[config.mk]
export PLATFORM = sky130hd
export DESIGN_NAME = mc_ctrl
export DESIGN_NICKNAME = d
export VERILOG_FILES = /design/src/rtl/mc_pkg.sv /design/src/rtl/mc_decode.sv /design/src/rtl/mc_ctrl.sv
export SDC_FILE = /design/constraint.sdc
export NUM_CORES = 1
export LEC_CHECK = 0
export CORE_MARGIN = 1.5
export CORE_UTILIZATION = 36
export CTS_CLUSTER_DIAMETER = 50
export CTS_CLUSTER_SIZE = 12
export DETAILED_ROUTE_END_ITERATION = 16
export PLACE_DENSITY = 0.87
export SLEW_MARGIN = 25
export SYNTH_ARGS = -nofsm -noshare
export SYNTH_HDL_FRONTEND = slang
export SYNTH_HIERARCHICAL = 1
export SYNTH_SLANG_ARGS = --single-unit
[constraint.sdc]
create_clock -name clk -period 5.6 [get_ports clk]
set_input_delay 1.68 -clock clk [delete_from_list [all_inputs] [get_ports clk]]
set_output_delay 1.68 -clock clk [all_outputs]
set_load 0.005 [all_outputs]
[src/rtl/mc_pkg.sv]
// Shared encodings for the multicycle MIPS-subset control path.
// Opcode/funct fields, ALU ops, mux selects, FSM states, decode classes.
package mc_pkg;

  localparam logic [5:0] OP_RTYPE  = 6'h00;
  localparam logic [5:0] OP_REGIMM = 6'h01;
  localparam logic [5:0] OP_J      = 6'h02;
  localparam logic [5:0] OP_JAL    = 6'h03;
  localparam logic [5:0] OP_BEQ    = 6'h04;
  localparam logic [5:0] OP_ADDI   = 6'h08;
  localparam logic [5:0] OP_ORI    = 6'h0d;
  localparam logic [5:0] OP_LUI    = 6'h0f;
  localparam logic [5:0] OP_LB     = 6'h20;
  localparam logic [5:0] OP_LW     = 6'h23;
  localparam logic [5:0] OP_SB     = 6'h28;
  localparam logic [5:0] OP_SW     = 6'h2b;

  localparam logic [5:0] FN_JR     = 6'h08;
  localparam logic [5:0] FN_ADDU   = 6'h21;
  localparam logic [5:0] FN_SUBU   = 6'h23;
  localparam logic [5:0] FN_SLT    = 6'h2a;

  localparam logic [4:0] RT_BLTZAL = 5'h10;

  localparam logic [2:0] ALU_ADD   = 3'b000;
  localparam logic [2:0] ALU_SUB   = 3'b001;
  localparam logic [2:0] ALU_OR    = 3'b010;
  localparam logic [2:0] ALU_ADDI  = 3'b011;
  localparam logic [2:0] ALU_SLT   = 3'b100;
  localparam logic [2:0] ALU_PASSB = 3'b101;

  localparam logic       SRCA_PC   = 1'b0;
  localparam logic       SRCA_RS   = 1'b1;

  localparam logic [1:0] SRCB_RT   = 2'b00;
  localparam logic [1:0] SRCB_FOUR = 2'b01;
  localparam logic [1:0] SRCB_IMM  = 2'b10;
  localparam logic [1:0] SRCB_BR   = 2'b11;

  localparam logic [1:0] DST_RT    = 2'b00;
  localparam logic [1:0] DST_RD    = 2'b01;
  localparam logic [1:0] DST_RA    = 2'b10;

  localparam logic [1:0] WB_ALU    = 2'b00;
  localparam logic [1:0] WB_MDR    = 2'b01;
  localparam logic [1:0] WB_PC     = 2'b10;

  localparam logic [1:0] PC_ALU    = 2'b00;
  localparam logic [1:0] PC_ALUOUT = 2'b01;
  localparam logic [1:0] PC_JUMP   = 2'b10;
  localparam logic [1:0] PC_RS     = 2'b11;

  localparam logic [2:0] S_FETCH   = 3'd0;
  localparam logic [2:0] S_DECODE  = 3'd1;
  localparam logic [2:0] S_EXEC    = 3'd2;
  localparam logic [2:0] S_MEM     = 3'd3;
  localparam logic [2:0] S_WB      = 3'd4;
  localparam logic [2:0] S_BRANCH  = 3'd5;
  localparam logic [2:0] S_JUMP    = 3'd6;
  localparam logic [2:0] S_TRAP    = 3'd7;

  localparam logic [3:0] C_ALU_R   = 4'd0;
  localparam logic [3:0] C_ALU_I   = 4'd1;
  localparam logic [3:0] C_LOAD    = 4'd2;
  localparam logic [3:0] C_STORE   = 4'd3;
  localparam logic [3:0] C_BEQ     = 4'd4;
  localparam logic [3:0] C_BLTZAL  = 4'd5;
  localparam logic [3:0] C_J       = 4'd6;
  localparam logic [3:0] C_JAL     = 4'd7;
  localparam logic [3:0] C_JR      = 4'd8;
  localparam logic [3:0] C_ILL     = 4'd9;

endpackage

[src/rtl/mc_decode.sv]
// Combinational IR decode: instruction class plus the EXEC-state
// ALU op and B-operand select.
module mc_decode
  import mc_pkg::*;
(
  input  logic [31:0] instr_i,
  output logic [3:0]  cls_o,
  output logic [2:0]  alu_op_o,
  output logic [1:0]  srcb_o,
  output logic        is_byte_o,
  output logic        is_addi_o
);

  logic [5:0] op;
  logic [5:0] fn;
  logic [4:0] rt;
  logic       unused_fields;

  assign op = instr_i[31:26];
  assign rt = instr_i[20:16];
  assign fn = instr_i[5:0];
  assign unused_fields = ^{instr_i[25:21], instr_i[15:6]};

  always_comb begin
    cls_o     = C_ILL;
    alu_op_o  = ALU_ADD;
    srcb_o    = SRCB_IMM;
    is_byte_o = 1'b0;
    is_addi_o = 1'b0;
    unique case (op)
      OP_RTYPE: begin
        srcb_o = SRCB_RT;
        unique case (fn)
          FN_ADDU: cls_o = C_ALU_R;
          FN_SUBU: begin
            cls_o    = C_ALU_R;
            alu_op_o = ALU_SUB;
          end
          FN_SLT: begin
            cls_o    = C_ALU_R;
            alu_op_o = ALU_SLT;
          end
          FN_JR:   cls_o = C_JR;
          default: ;
        endcase
      end
      OP_REGIMM: begin
        if (rt == RT_BLTZAL) cls_o = C_BLTZAL;
      end
      OP_J:   cls_o = C_J;
      OP_JAL: cls_o = C_JAL;
      OP_BEQ: cls_o = C_BEQ;
      OP_ADDI: begin
        cls_o     = C_ALU_I;
        alu_op_o  = ALU_ADDI;
        is_addi_o = 1'b1;
      end
      OP_ORI: begin
        cls_o    = C_ALU_I;
        alu_op_o = ALU_OR;
      end
      OP_LUI: begin
        cls_o    = C_ALU_I;
        alu_op_o = ALU_PASSB;
      end
      OP_LW: cls_o = C_LOAD;
      OP_LB: begin
        cls_o     = C_LOAD;
        is_byte_o = 1'b1;
      end
      OP_SW: cls_o = C_STORE;
      OP_SB: begin
        cls_o     = C_STORE;
        is_byte_o = 1'b1;
      end
      default: ;
    endcase
  end

endmodule

[src/rtl/mc_ctrl.sv]
// Multicycle control FSM: sequences fetch/decode/exec/mem/wb over the
// shared ALU and drives all datapath enables and mux selects.
module mc_ctrl
  import mc_pkg::*;
(
  input  logic        clk,
  input  logic        rst_n,
  input  logic [31:0] instr,
  input  logic        zero,
  input  logic        overflow,
  input  logic        bltzal_sel,
  input  logic        mem_ready,
  output logic        mem_req,
  output logic        mem_we,
  output logic        mem_byte,
  output logic        pc_we,
  output logic        ir_we,
  output logic [2:0]  alu_ctr,
  output logic        alu_src_a,
  output logic [1:0]  alu_src_b,
  output logic        reg_we,
  output logic [1:0]  reg_dst,
  output logic [1:0]  wb_sel,
  output logic [1:0]  pc_src,
  output logic        illegal
);

  logic [2:0] state_q, state_d, st;
  logic       ovf_q, ovf_d;
  logic [3:0] cls;
  logic [2:0] alu_op;
  logic [1:0] srcb;
  logic       is_byte;
  logic       is_addi;

  mc_decode u_dec (
    .instr_i   (instr),
    .cls_o     (cls),
    .alu_op_o  (alu_op),
    .srcb_o    (srcb),
    .is_byte_o (is_byte),
    .is_addi_o (is_addi)
  );

  always_ff @(posedge clk) begin
    if (!rst_n) begin
      state_q <= S_FETCH;
      ovf_q   <= 1'b0;
    end else begin
      state_q <= state_d;
      ovf_q   <= ovf_d;
    end
  end

  always_comb begin
    state_d = state_q;
    ovf_d   = ovf_q;
    unique case (state_q)
      S_FETCH: if (mem_ready) state_d = S_DECODE;
      S_DECODE: begin
        unique case (cls)
          C_ALU_R, C_ALU_I,
          C_LOAD, C_STORE:   state_d = S_EXEC;
          C_BEQ, C_BLTZAL:   state_d = S_BRANCH;
          C_J, C_JAL, C_JR:  state_d = S_JUMP;
          default:           state_d = S_TRAP;
        endcase
      end
      S_EXEC: begin
        ovf_d   = overflow;
        state_d = (cls == C_LOAD || cls == C_STORE) ? S_MEM : S_WB;
      end
      S_MEM: begin
        if (mem_ready) state_d = (cls == C_LOAD) ? S_WB : S_FETCH;
      end
      S_WB, S_BRANCH, S_JUMP: state_d = S_FETCH;
      default: state_d = S_TRAP;
    endcase
  end

  // While reset is held the outputs already look like a fresh FETCH.
  assign st = rst_n ? state_q : S_FETCH;

  always_comb begin
    mem_req   = 1'b0;
    mem_we    = 1'b0;
    mem_byte  = 1'b0;
    pc_we     = 1'b0;
    ir_we     = 1'b0;
    alu_ctr   = ALU_ADD;
    alu_src_a = SRCA_PC;
    alu_src_b = SRCB_RT;
    reg_we    = 1'b0;
    reg_dst   = DST_RT;
    wb_sel    = WB_ALU;
    pc_src    = PC_ALU;
    illegal   = 1'b0;
    unique case (st)
      S_FETCH: begin
        mem_req   = 1'b1;
        alu_src_b = SRCB_FOUR;
        ir_we     = mem_ready & rst_n;
        pc_we     = mem_ready & rst_n;
      end
      S_DECODE: alu_src_b = SRCB_BR;
      S_EXEC: begin
        alu_src_a = SRCA_RS;
        alu_src_b = srcb;
        alu_ctr   = alu_op;
      end
      S_MEM: begin
        mem_req  = 1'b1;
        mem_we   = (cls == C_STORE);
        mem_byte = is_byte;
      end
      S_WB: begin
        reg_we  = ~(is_addi & ovf_q);
        reg_dst = (cls == C_ALU_R) ? DST_RD : DST_RT;
        wb_sel  = (cls == C_LOAD) ? WB_MDR : WB_ALU;
      end
      S_BRANCH: begin
        alu_src_a = SRCA_RS;
        pc_src    = PC_ALUOUT;
        if (cls == C_BEQ) begin
          alu_ctr = ALU_SUB;
          pc_we   = zero;
        end else begin
          pc_we   = bltzal_sel;
          reg_we  = 1'b1;
          reg_dst = DST_RA;
          wb_sel  = WB_PC;
        end
      end
      S_JUMP: begin
        pc_we  = 1'b1;
        pc_src = (cls == C_JR) ? PC_RS : PC_JUMP;
        if (cls == C_JAL) begin
          reg_we  = 1'b1;
          reg_dst = DST_RA;
          wb_sel  = WB_PC;
        end
      end
      default: illegal = 1'b1;
    endcase
  end

endmodule

After elaboration in Yosys (flattened, before gate mapping)
Memory sizes are Yosys's and may differ from the RTL's.
Index checks and enable logic that the tools add are counted.
Storage, ports and cells
  register bits after elaboration: 4
  input bits: 38
  ROM bits: 48
  memories: 1
Cells by class
  muxes and demuxes: 36
  equal/unequal tests: 35
  reductions and logical operators: 15
  bitwise gates (word level): 3
Memories
  (name not given): depth 16, width 3, rd ports 1, clocked after Yosys merged registers in 0, write ports 0, line mc_ctrl.sv:61  | unique case (cls)
Operator list (number)
  $eq 6x6->1 const B: 7
  $pmux 4 s8: 1
  $eq 6x4->1 const B: 4
  $eq 3x3->1 const B: 6
  $pmux 2 s3: 3
  $mux 1: 15
  $mux 3: 5
  $pmux 3 s5: 1
  $eq 3x2->1 const B: 4
  $eq 6x2->1 const B: 2
  $pmux 3 s2: 2
  $pmux 3 s4: 1
  $reduce_or 2->1: 5
  $reduce_or 3->1: 3
  $eq 4x2->1 const B: 2
  $eq 4x3->1 const B: 2
  $pmux 4 s2: 1
  $reduce_or 7->1: 1
  $eq 3x1->1 const B: 2
  $eq 6x1->1 const B: 1
  $eq 6x3->1 const B: 1
  $logic_not 3->1: 2
  $logic_not 6->1: 1
  $mux 2: 3
  11 further kinds: 14

Logic depth before layout (Yosys ltp)
Gate-level depths: netlist (run 1).
  word-level depth: 8
  depth in mapped cells: 11
  gate-level depth less buffers: 8

Cells and area by module
Netlist (run 1), hierarchy kept.
Modules (own cells, without submodules)
  mc_ctrl: seq. area each 80.1 sq um, cells an instance 81, instances 1, area an instance 538.0 sq um
  mc_decode: seq. area each 0.0 sq um, cells an instance 56, instances 1, area an instance 341.6 sq um

Worst setup path before layout (run 1)
Ideal clock, no wire load.
  kind: input port to output port
  start: input instr[17]
  end: output wb_sel[1]
  cell stages on the path: 8
  arrival time: 3.476 ns
  path slack: 0.444 ns
  required time: 3.920 ns
  path through: nor4_2 a311oi_1 a2111oi_1 nand2b_1 o31ai_1 nand2_1 o21ai_0 buf_4
On the way
  cells in the longest elaborated chain, start to end: 6
  elaborated cells between the ends (all ways): 8
  those cells by class: eq/ne: 3; mux: 5
Ends and longest elaborated chain
  from (decl): line mc_ctrl.sv:8  | input logic [31:0] instr,
  $eq 5x5->1 *: line mc_decode.sv:48  | if (rt == RT_BLTZAL) cls_o = C_BLTZAL;
  $mux 4 *: line mc_decode.sv:48
  $pmux 4 s8 *: line mc_decode.sv:30  | unique case (op)
  via cls[2]: line mc_ctrl.sv:30  | logic [3:0] cls;
  $eq 4x3->1 (on tied branches): line mc_ctrl.sv:137, mc_ctrl.sv:124
  $mux 2 (on tied branches): line mc_ctrl.sv:137, mc_ctrl.sv:124
  $pmux 2 s3 *: line mc_ctrl.sv:98  | unique case (st)
  to (decl): line mc_ctrl.sv:23  | output logic [1:0] wb_sel,
The timed path passes the listed nets; every way through them passes the cells marked *.

Worst setup path in the final report (run 1)
  start: input instr[2]
  end: output pc_src[0]
On the way
  cells in the longest elaborated chain, start to end: 7
  elaborated cells between the ends (all ways): 10
  those cells by class: eq/ne: 5; mux: 4; reduce/logical: 1
Ends and longest elaborated chain
  $eq 6x6->1: line mc_decode.sv:33  | unique case (fn)
  $reduce_or 3->1 (no line)
  $pmux 4 s2 *: line mc_decode.sv:33
  $pmux 4 s8 *: line mc_decode.sv:30
  via cls[0]: line mc_ctrl.sv:30
  $eq 4x4->1 *: line mc_ctrl.sv:136  | pc_src = (cls == C_JR) ? PC_RS : PC_JUMP;
  $mux 1 *: line mc_ctrl.sv:136
  $pmux 2 s2 *: line mc_ctrl.sv:98
  to (decl): line mc_ctrl.sv:24  | output logic [1:0] pc_src,
Marked as above.

==> results.sh, run 1 <==
export IMPL_status="complete, no violations"
export IMPL_share_seq_of_total_power_pct=22.3
export IMPL_drtAntennaViolNets=0
export IMPL_numPortBuffers=41
export IMPL_floorplan_initialDensity_pct=39.0
export IMPL_design_area_sq_um=1580
export IMPL_die_h_um=52.4
export IMPL_worstPathMaxFanout=3
export IMPL_synth_sequential_area_ratio_pct=9.10
export IMPL_grt_busiest_layer="met2"
export IMPL_final_critical_path_setup_slack_ns=0.0768
export IMPL_overall_overflow_remaining_after_global_route=0
export IMPL_drc=0
export IMPL_syn_area_sq_um=880
export IMPL_maxCapViolCount=0
export IMPL_post_dp_hpwl_mm=2.33
export IMPL_ys_dominant_reg_cell="dfxtp_1"
export IMPL_layout_worst_path_cycle_share_pct=98.6
export IMPL_cell_type_contributing_the_most_total_cell_area_after_synthesis="dfxtp_1"
export IMPL_grt_first_pass_wirelength_mm=4.91
export IMPL_yosys_top_cells_area="dfxtp_1 9.1%, nand2_1 7.3%, nor3_1 5.1%, o21ai_0 4.6%, nor2_1 4.3%"
export IMPL_groute_layer_met2_usage_pct=44.2
export IMPL_routed_wire_length_per_instance_um=14.9
export IMPL_clkTransAtPathRegs_ns=0.04
export IMPL_holdBufCountCts=0
export IMPL_tritoncts="done"
export IMPL_grt_max_degree=18
export IMPL_ys_warn_count=6
export IMPL_use_met3_pct=4.29
export IMPL_postRouteWirelength_mm=3.37
export IMPL_post_synth_top_area_fraction_pct=9.10
export IMPL_antenna_cells_inserted=0
export IMPL_standard_cell_row_count=17
export IMPL_timing_fmax_mhz=181
export IMPL_nNetsFinal=239
export IMPL_hold_path_class="flip-flop to flip-flop"
export IMPL_globalplace_congestion=0.853
export IMPL_num_vias=1291
export IMPL_synth_enable_flop_cells=0
export IMPL_numCtsBuffers=3
export IMPL_path_class="input port to primary output"
export IMPL_vias_per_std_cell=5.69
export IMPL_internal_power_uw=129
export IMPL_layout_area_overhead_vs_synth_pct=79.8
export IMPL_drtIter0Drc=32
export IMPL_switching_power_uw=89.1
export IMPL_timing_critical_path_to_type="primary output"
export IMPL_power_switching_share_pct=40.8
export IMPL_clock_tree_root_cell="clkbuf_4"
export IMPL_report_final_setup_viol=0
export IMPL_layout_cells_most_common="buf_4"
export IMPL_placement_setup_worst_slack_ns=-0.472
export IMPL_fin_crit_ns=5.52
export IMPL_post_synth_inst_count=137
export IMPL_power_ir_vdd_worst_uv=111
export IMPL_number_of_fill_cells=188
export IMPL_syn_nets=175
export IMPL_antenna_violations_before_repair=0
export IMPL_grt_pass1_vias=1106
export IMPL_placement_cell_area_sq_um=1430
export IMPL_chipWidth_um=52.4
export IMPL_synth_seq_cells=4
export IMPL_clock_latency_ns=0.24
export IMPL_clock_skew_final_ns=0.00271
export IMPL_crit_path_start_kind="input port"
export IMPL_htree_levels=1
export IMPL_power_leakage_uw=0.000691
export IMPL_arrival_ns=3.84
export IMPL_io_pin_count=57
export IMPL_grtUsageTotal_pct=23.5
export IMPL_cp_data_required_time_ns=3.92
export IMPL_clkSinkCount=4
export IMPL_pwr_density_cell_nw_per_um2=138
export IMPL_syn_mean_instance_area_sq_um=6.42
export IMPL_grt_met1_usage_pct=28.1
export IMPL_place_detailed_instances=218
export IMPL_coreArea_sq_um=2250
export IMPL_yosys_cell_types_count=49
export IMPL_slew_viol_final=0
export IMPL_drt_pre_antenna_iters=4
export IMPL_clock_power_share_pct=16.8
export IMPL_dieArea_sq_um=2750
export IMPL_ctsLongestPathBuffers=2
export IMPL_share_of_layout_cells_above_drive_strength_1_pct=29.1
export IMPL_synth_async_sr_flop_share_pct=0
export IMPL_final_cell_mix="29 x buf_4, 25 x clkdlybuf4s50_1, 17 x nand2_1"
export IMPL_final_cell_count_no_fill=227
export IMPL_power_combinational_fraction_pct=60.8
export IMPL_fin_hold_viols=0
-- path summary, 6_finish.rpt --
check        slack (ns)  depth (start not counted)         end       start
max                0.08                         10   pc_src[0]    instr[2]
min                0.49                          2       ovf_q       ovf_q
max reg2reg        4.06                          3  state_q[2]  state_q[1]
min reg2reg        0.49                          2       ovf_q       ovf_q
-- cells by family after synthesis --
kind of cell | share of synthesized area, %
DFF | 9.10
and+or+nand+nor | 45.4
adders and majority gates | 1.14
muxes | 1.14
buffers and inverters | 11.0
AOI/OAI and AO/OA | 30.9
xor gates and xnor gates | 0.996
other | 0.426
-- power groups by stage --
stage / Combinational [uW] / Sequential [uW] / Clock, uW
2_1_floorplan: 78.1 / 37.7 / 0
3_3_place_gp: 119 / 47.8 / 0
3_5_place_dp: 123 / 48.7 / 0
4_1_cts: 126 / 48.1 / 38.3
5_1_grt: 145 / 50.4 / 40.4
6_report: 133 / 48.8 / 36.8
-- flip-flops by register name, indices dropped and copies added, names as in the netlist --
name,cells
state_q,3
ovf_q,1
-- layout make-up --
cell class | count | area (sq um) | area share (%)
repair buffers | 71 | 621 | 39.2
inverters | 6 | 22.5 | 1.42
well taps | 28 | 35.0 | 2.22
multi-input cells | 115 | 801 | 50.6
clock buffers | 3 | 22.5 | 1.42
flip-flops and latches | 4 | 80.1 | 5.06
-- layer usage --
layer  vias to the layer above  wire [um]
li1                        628          -
met4                         0         54
met5                         -          0
met3                         6        206
met1                       595       1350
met2                        62       1760
-- through the flow --
stage	setup TNS [ns]	hold slack, ns	power [uW]	utilization, %
2_1_floorplan	0	0.444	116	-
3_3_place_gp	-1.99	0.476	167	63.5
3_5_place_dp	-2.96	0.485	172	63.5
4_1_cts	-0.218	0.490	212	66.9
5_1_grt	-0.0122	0.504	236	70.1
6_report	0	0.489	218	70.1
-- synth_stat cells (2+ instances only) --
master     n
buf_4      2
a21oi_1    5
o22ai_1    2
nor2b_1    5
nand3_1    4
a21boi_0   4
nand2_1   17
nor2_1    10
nor3b_1    2
nand2b_1   3
or3_1      3
and3_1     3
nand4b_1   2
or2_2      2
nor3_1     9
o21ai_0    8
dfxtp_1    4
nor4_1     2
o31ai_1    3
buf_2      4
o211ai_1   3
inv_1      6
clkbuf_1   3
a31oi_1    3
nand4_1    2
a22oi_1    2
buf_6      2
-- critical path, stage by stage --
cell,delay (ns)
clkdlybuf4s50_1,0.44
nor2_2,0.13
nand2_1,0.06
o211ai_1,0.24
o211ai_1,0.22
buf_4,0.18
buf_4,0.13
or4b_4,0.49
o21ai_1,0.14
clkbuf_2,0.13
-- timing repair --
item                       4_1_cts  5_1_grt
setup endpoints to repair        9        7
pin swaps                        5        4
resized for setup               23       25
buffers inserted                 2        4
Note: power is estimated with default switching activity, not from simulation.
==> run 2, diff against run 1 <==
CORE_MARGIN = 2   (was 1.5)
==> run 2 against run 1 <==
Die area is 3.9% higher. Design area shrank 0.24%. Clock skew grew 0.0076 ns. Register-to-register slack about the same. Setup slack lost 0.063 ns. Non-clock buffer count up 1. Critical path depth is 1 lower. Sequential share of layout area is essentially flat. Sequential cell count unchanged. Utilization is 0.17 points lower. Clock-buffer cell count is the same. Routed wire length decreased by 0.33%. Critical path type unchanged. Largest cell class unchanged.
==> results.sh, run 2 (synthesis results as in run 1) <==
export IMPL_status="complete, no violations"
export IMPL_timing_critical_path_to_type="primary output"
export IMPL_standard_cell_row_count=17
export IMPL_numCtsBuffers=3
export IMPL_layout_cells_most_common="buf_4"
export IMPL_fin_crit_ns=5.59
export IMPL_hold_start="ovf_q"
export IMPL_ctsLongestPathBuffers=2
export IMPL_hold_path_class="flip-flop to flip-flop"
export IMPL_placement_setup_worst_slack_ns=-0.403
export IMPL_holdBufCountCts=0
export IMPL_power_combinational_fraction_pct=60.9
export IMPL_regMostFlops="state_q"
export IMPL_r2r_slack_ns=4.07
export IMPL_number_of_fill_cells=201
export IMPL_clock_power_share_pct=16.6
export IMPL_report_final_setup_viol=0
export IMPL_drtIter0Drc=56
export IMPL_layout_area_overhead_vs_synth_pct=79.4
export IMPL_grt_pass1_vias=1201
export IMPL_num_vias=1315
export IMPL_clock_latency_ns=0.24
export IMPL_path_class="input port to primary output"
export IMPL_grt_setup_unrepaired="true"
export IMPL_maxCapViolCount=0
export IMPL_final_critical_path_setup_slack_ns=0.0143
export IMPL_share_of_layout_cells_above_drive_strength_1_pct=28.5
export IMPL_drtAntennaViolNets=0
export IMPL_power_switching_share_pct=41.0
export IMPL_clock_tree_root_cell="clkbuf_4"
export IMPL_globalplace_congestion=0.838
export IMPL_antenna_violations_before_repair=0
export IMPL_postRouteWirelength_mm=3.36
export IMPL_io_pin_count=57
export IMPL_chipWidth_um=53.4
export IMPL_switching_power_uw=90.0
export IMPL_drc=0
export IMPL_grtUsageTotal_pct=24.8
export IMPL_critical_path_reg2reg_endpoint="state_q[2]"
export IMPL_slew_viol_final=0
export IMPL_internal_power_uw=130
export IMPL_register_area_sq_um=80.1
export IMPL_nNetsFinal=240
export IMPL_tritoncts="done"
export IMPL_share_seq_of_total_power_pct=22.5
export IMPL_grt_first_pass_wirelength_mm=5.22
export IMPL_power_ir_vdd_worst_uv=116
export IMPL_registers_with_the_most_flip_flops="state_q x3, ovf_q x1"
export IMPL_floorplan_initialDensity_pct=39.0
export IMPL_ff_to_ff_start="state_q[1]"
export IMPL_clock_skew_final_ns=0.0103
export IMPL_design_area_sq_um=1580
export IMPL_antenna_cells_inserted=0
export IMPL_timing_fmax_mhz=179
export IMPL_numPortBuffers=41
export IMPL_post_dp_hpwl_mm=2.30
export IMPL_largest_reg_flops=3
export IMPL_final_cell_mix="30 x buf_4, 25 x clkdlybuf4s50_1, 17 x nand2_1"
export IMPL_fin_hold_viols=0
export IMPL_worst_path_buf_inv=3
export IMPL_crit_family="buffers and inverters"
export IMPL_cp_data_required_time_ns=3.92
export IMPL_htree_levels=1
export IMPL_worstPathMaxFanout=4
export IMPL_crit_path_start_kind="input port"
export IMPL_drt_pre_antenna_iters=8
export IMPL_crit_top_cell="o211ai_1"
export IMPL_overall_overflow_remaining_after_global_route=0
export IMPL_power_leakage_uw=0.000650
export IMPL_timing_reg2reg_worst_path_depth=3
export IMPL_fin_setup_tns_ns=0
export IMPL_vias_per_std_cell=5.77
export IMPL_dieArea_sq_um=2850
export IMPL_grt_max_degree=18
export IMPL_worst_path_largest_cell_delay_ns=0.48
export IMPL_cell_count_of_the_worst_hold_path=2
export IMPL_arrival_ns=3.91
export IMPL_placement_cell_area_sq_um=1450
export IMPL_slowest_stage="or4b_4"
export IMPL_clkSinkCount=4
export IMPL_worst_hold_path_endpoint="ovf_q"
export IMPL_pwr_density_cell_nw_per_um2=139
export IMPL_clkTransAtPathRegs_ns=0.03
export IMPL_finalCoreUtilization_pct=70.0
export IMPL_coreArea_sq_um=2250
export IMPL_layout_worst_path_cycle_share_pct=99.7
export IMPL_multi_input_comb_area_sq_um=802
export IMPL_die_h_um=53.4
export IMPL_routed_wire_length_per_instance_um=14.7
export IMPL_crit_chain="clkdlybuf4s50_1 -> nor2_2 -> nand2_1 -> o211ai_1 -> o211ai_1 -> buf_4 -> or4b_4 -> o21ai_1 -> dlygate4sd2_1"
[run 2: changes by cell type in the layout (fill, tap and decap cells not counted), sizes merged]
cell	delta
clkbuf	-1
clkdlybuf4s15	-1
dlygate4sd2	+8
dlymetal6s2s	-5
[run 2: how the worst max path moves through the flow]
stage	from	to	slack, ns	depth (start not counted)
finish	instr[2]	pc_src[0]	0.01	9
global route	instr[2]	pc_src[0]	-0.12	9
CTS	instr[18]	reg_dst[0]	0.04	10
detailed placement	instr[27]	pc_we	-0.40	11
global placement	instr[17]	pc_we	-0.33	9
floorplan	instr[17]	wb_sel[1]	0.44	8
[run 2: layer usage]
metal | GRT usage [%] | vias up | part of all wire [%]
met2 | 42.2 | 92 | 49
met3 | 4.24 | 10 | 9.6
met5 | 0 | - | 0
met1 | 29.4 | 581 | 39
met4 | 12.4 | 0 | 2.9
li1 | - | 632 | -
[run 2: tightest hold or removal path: cells and delay by family, from the launching register on]
family	cells	cell delay [ns]
DFF	1	0.33
and+or+nand+nor	1	0.06
AOI/OAI and AO/OA	1	0.07
[run 2: timing repair]
item / in CTS / in global routing
resized for setup: 34 / 9
buffers inserted: 3 / 1
setup endpoints to repair: 9 / 7
pin swaps: 7 / 7
endpoints found under the hold margin: 0 / 0
[run 2: final cells by class]
type,instances,area share (%)
sequential,4,5.08
timing repair buffer,72,39.0
inverter,6,1.43
tap,28,2.22
multi-input combinational,115,50.8
clock buffer,3,1.43
[run 2: metrics by stage]
step                      hold slack (ns)  cells  total power, uW
after floorplan                     0.444    137              116
after global placement              0.484    221              169
after detailed placement            0.491    221              172
after CTS                           0.497    227              213
after global routing                0.532    228              236
final                               0.516    228              220
[run 2: power groups by stage]
| stage | clock network, uW | logic, uW | registers (uW) |
|---|---|---|---|
| after CTS | 37.0 | 128 | 48.2 |
| after global routing | 38.8 | 146 | 51.3 |
| after floorplan | 0 | 78.1 | 37.7 |
| after detailed placement | 0 | 124 | 48.5 |
| final | 36.5 | 134 | 49.4 |
| after global placement | 0 | 121 | 48.0 |
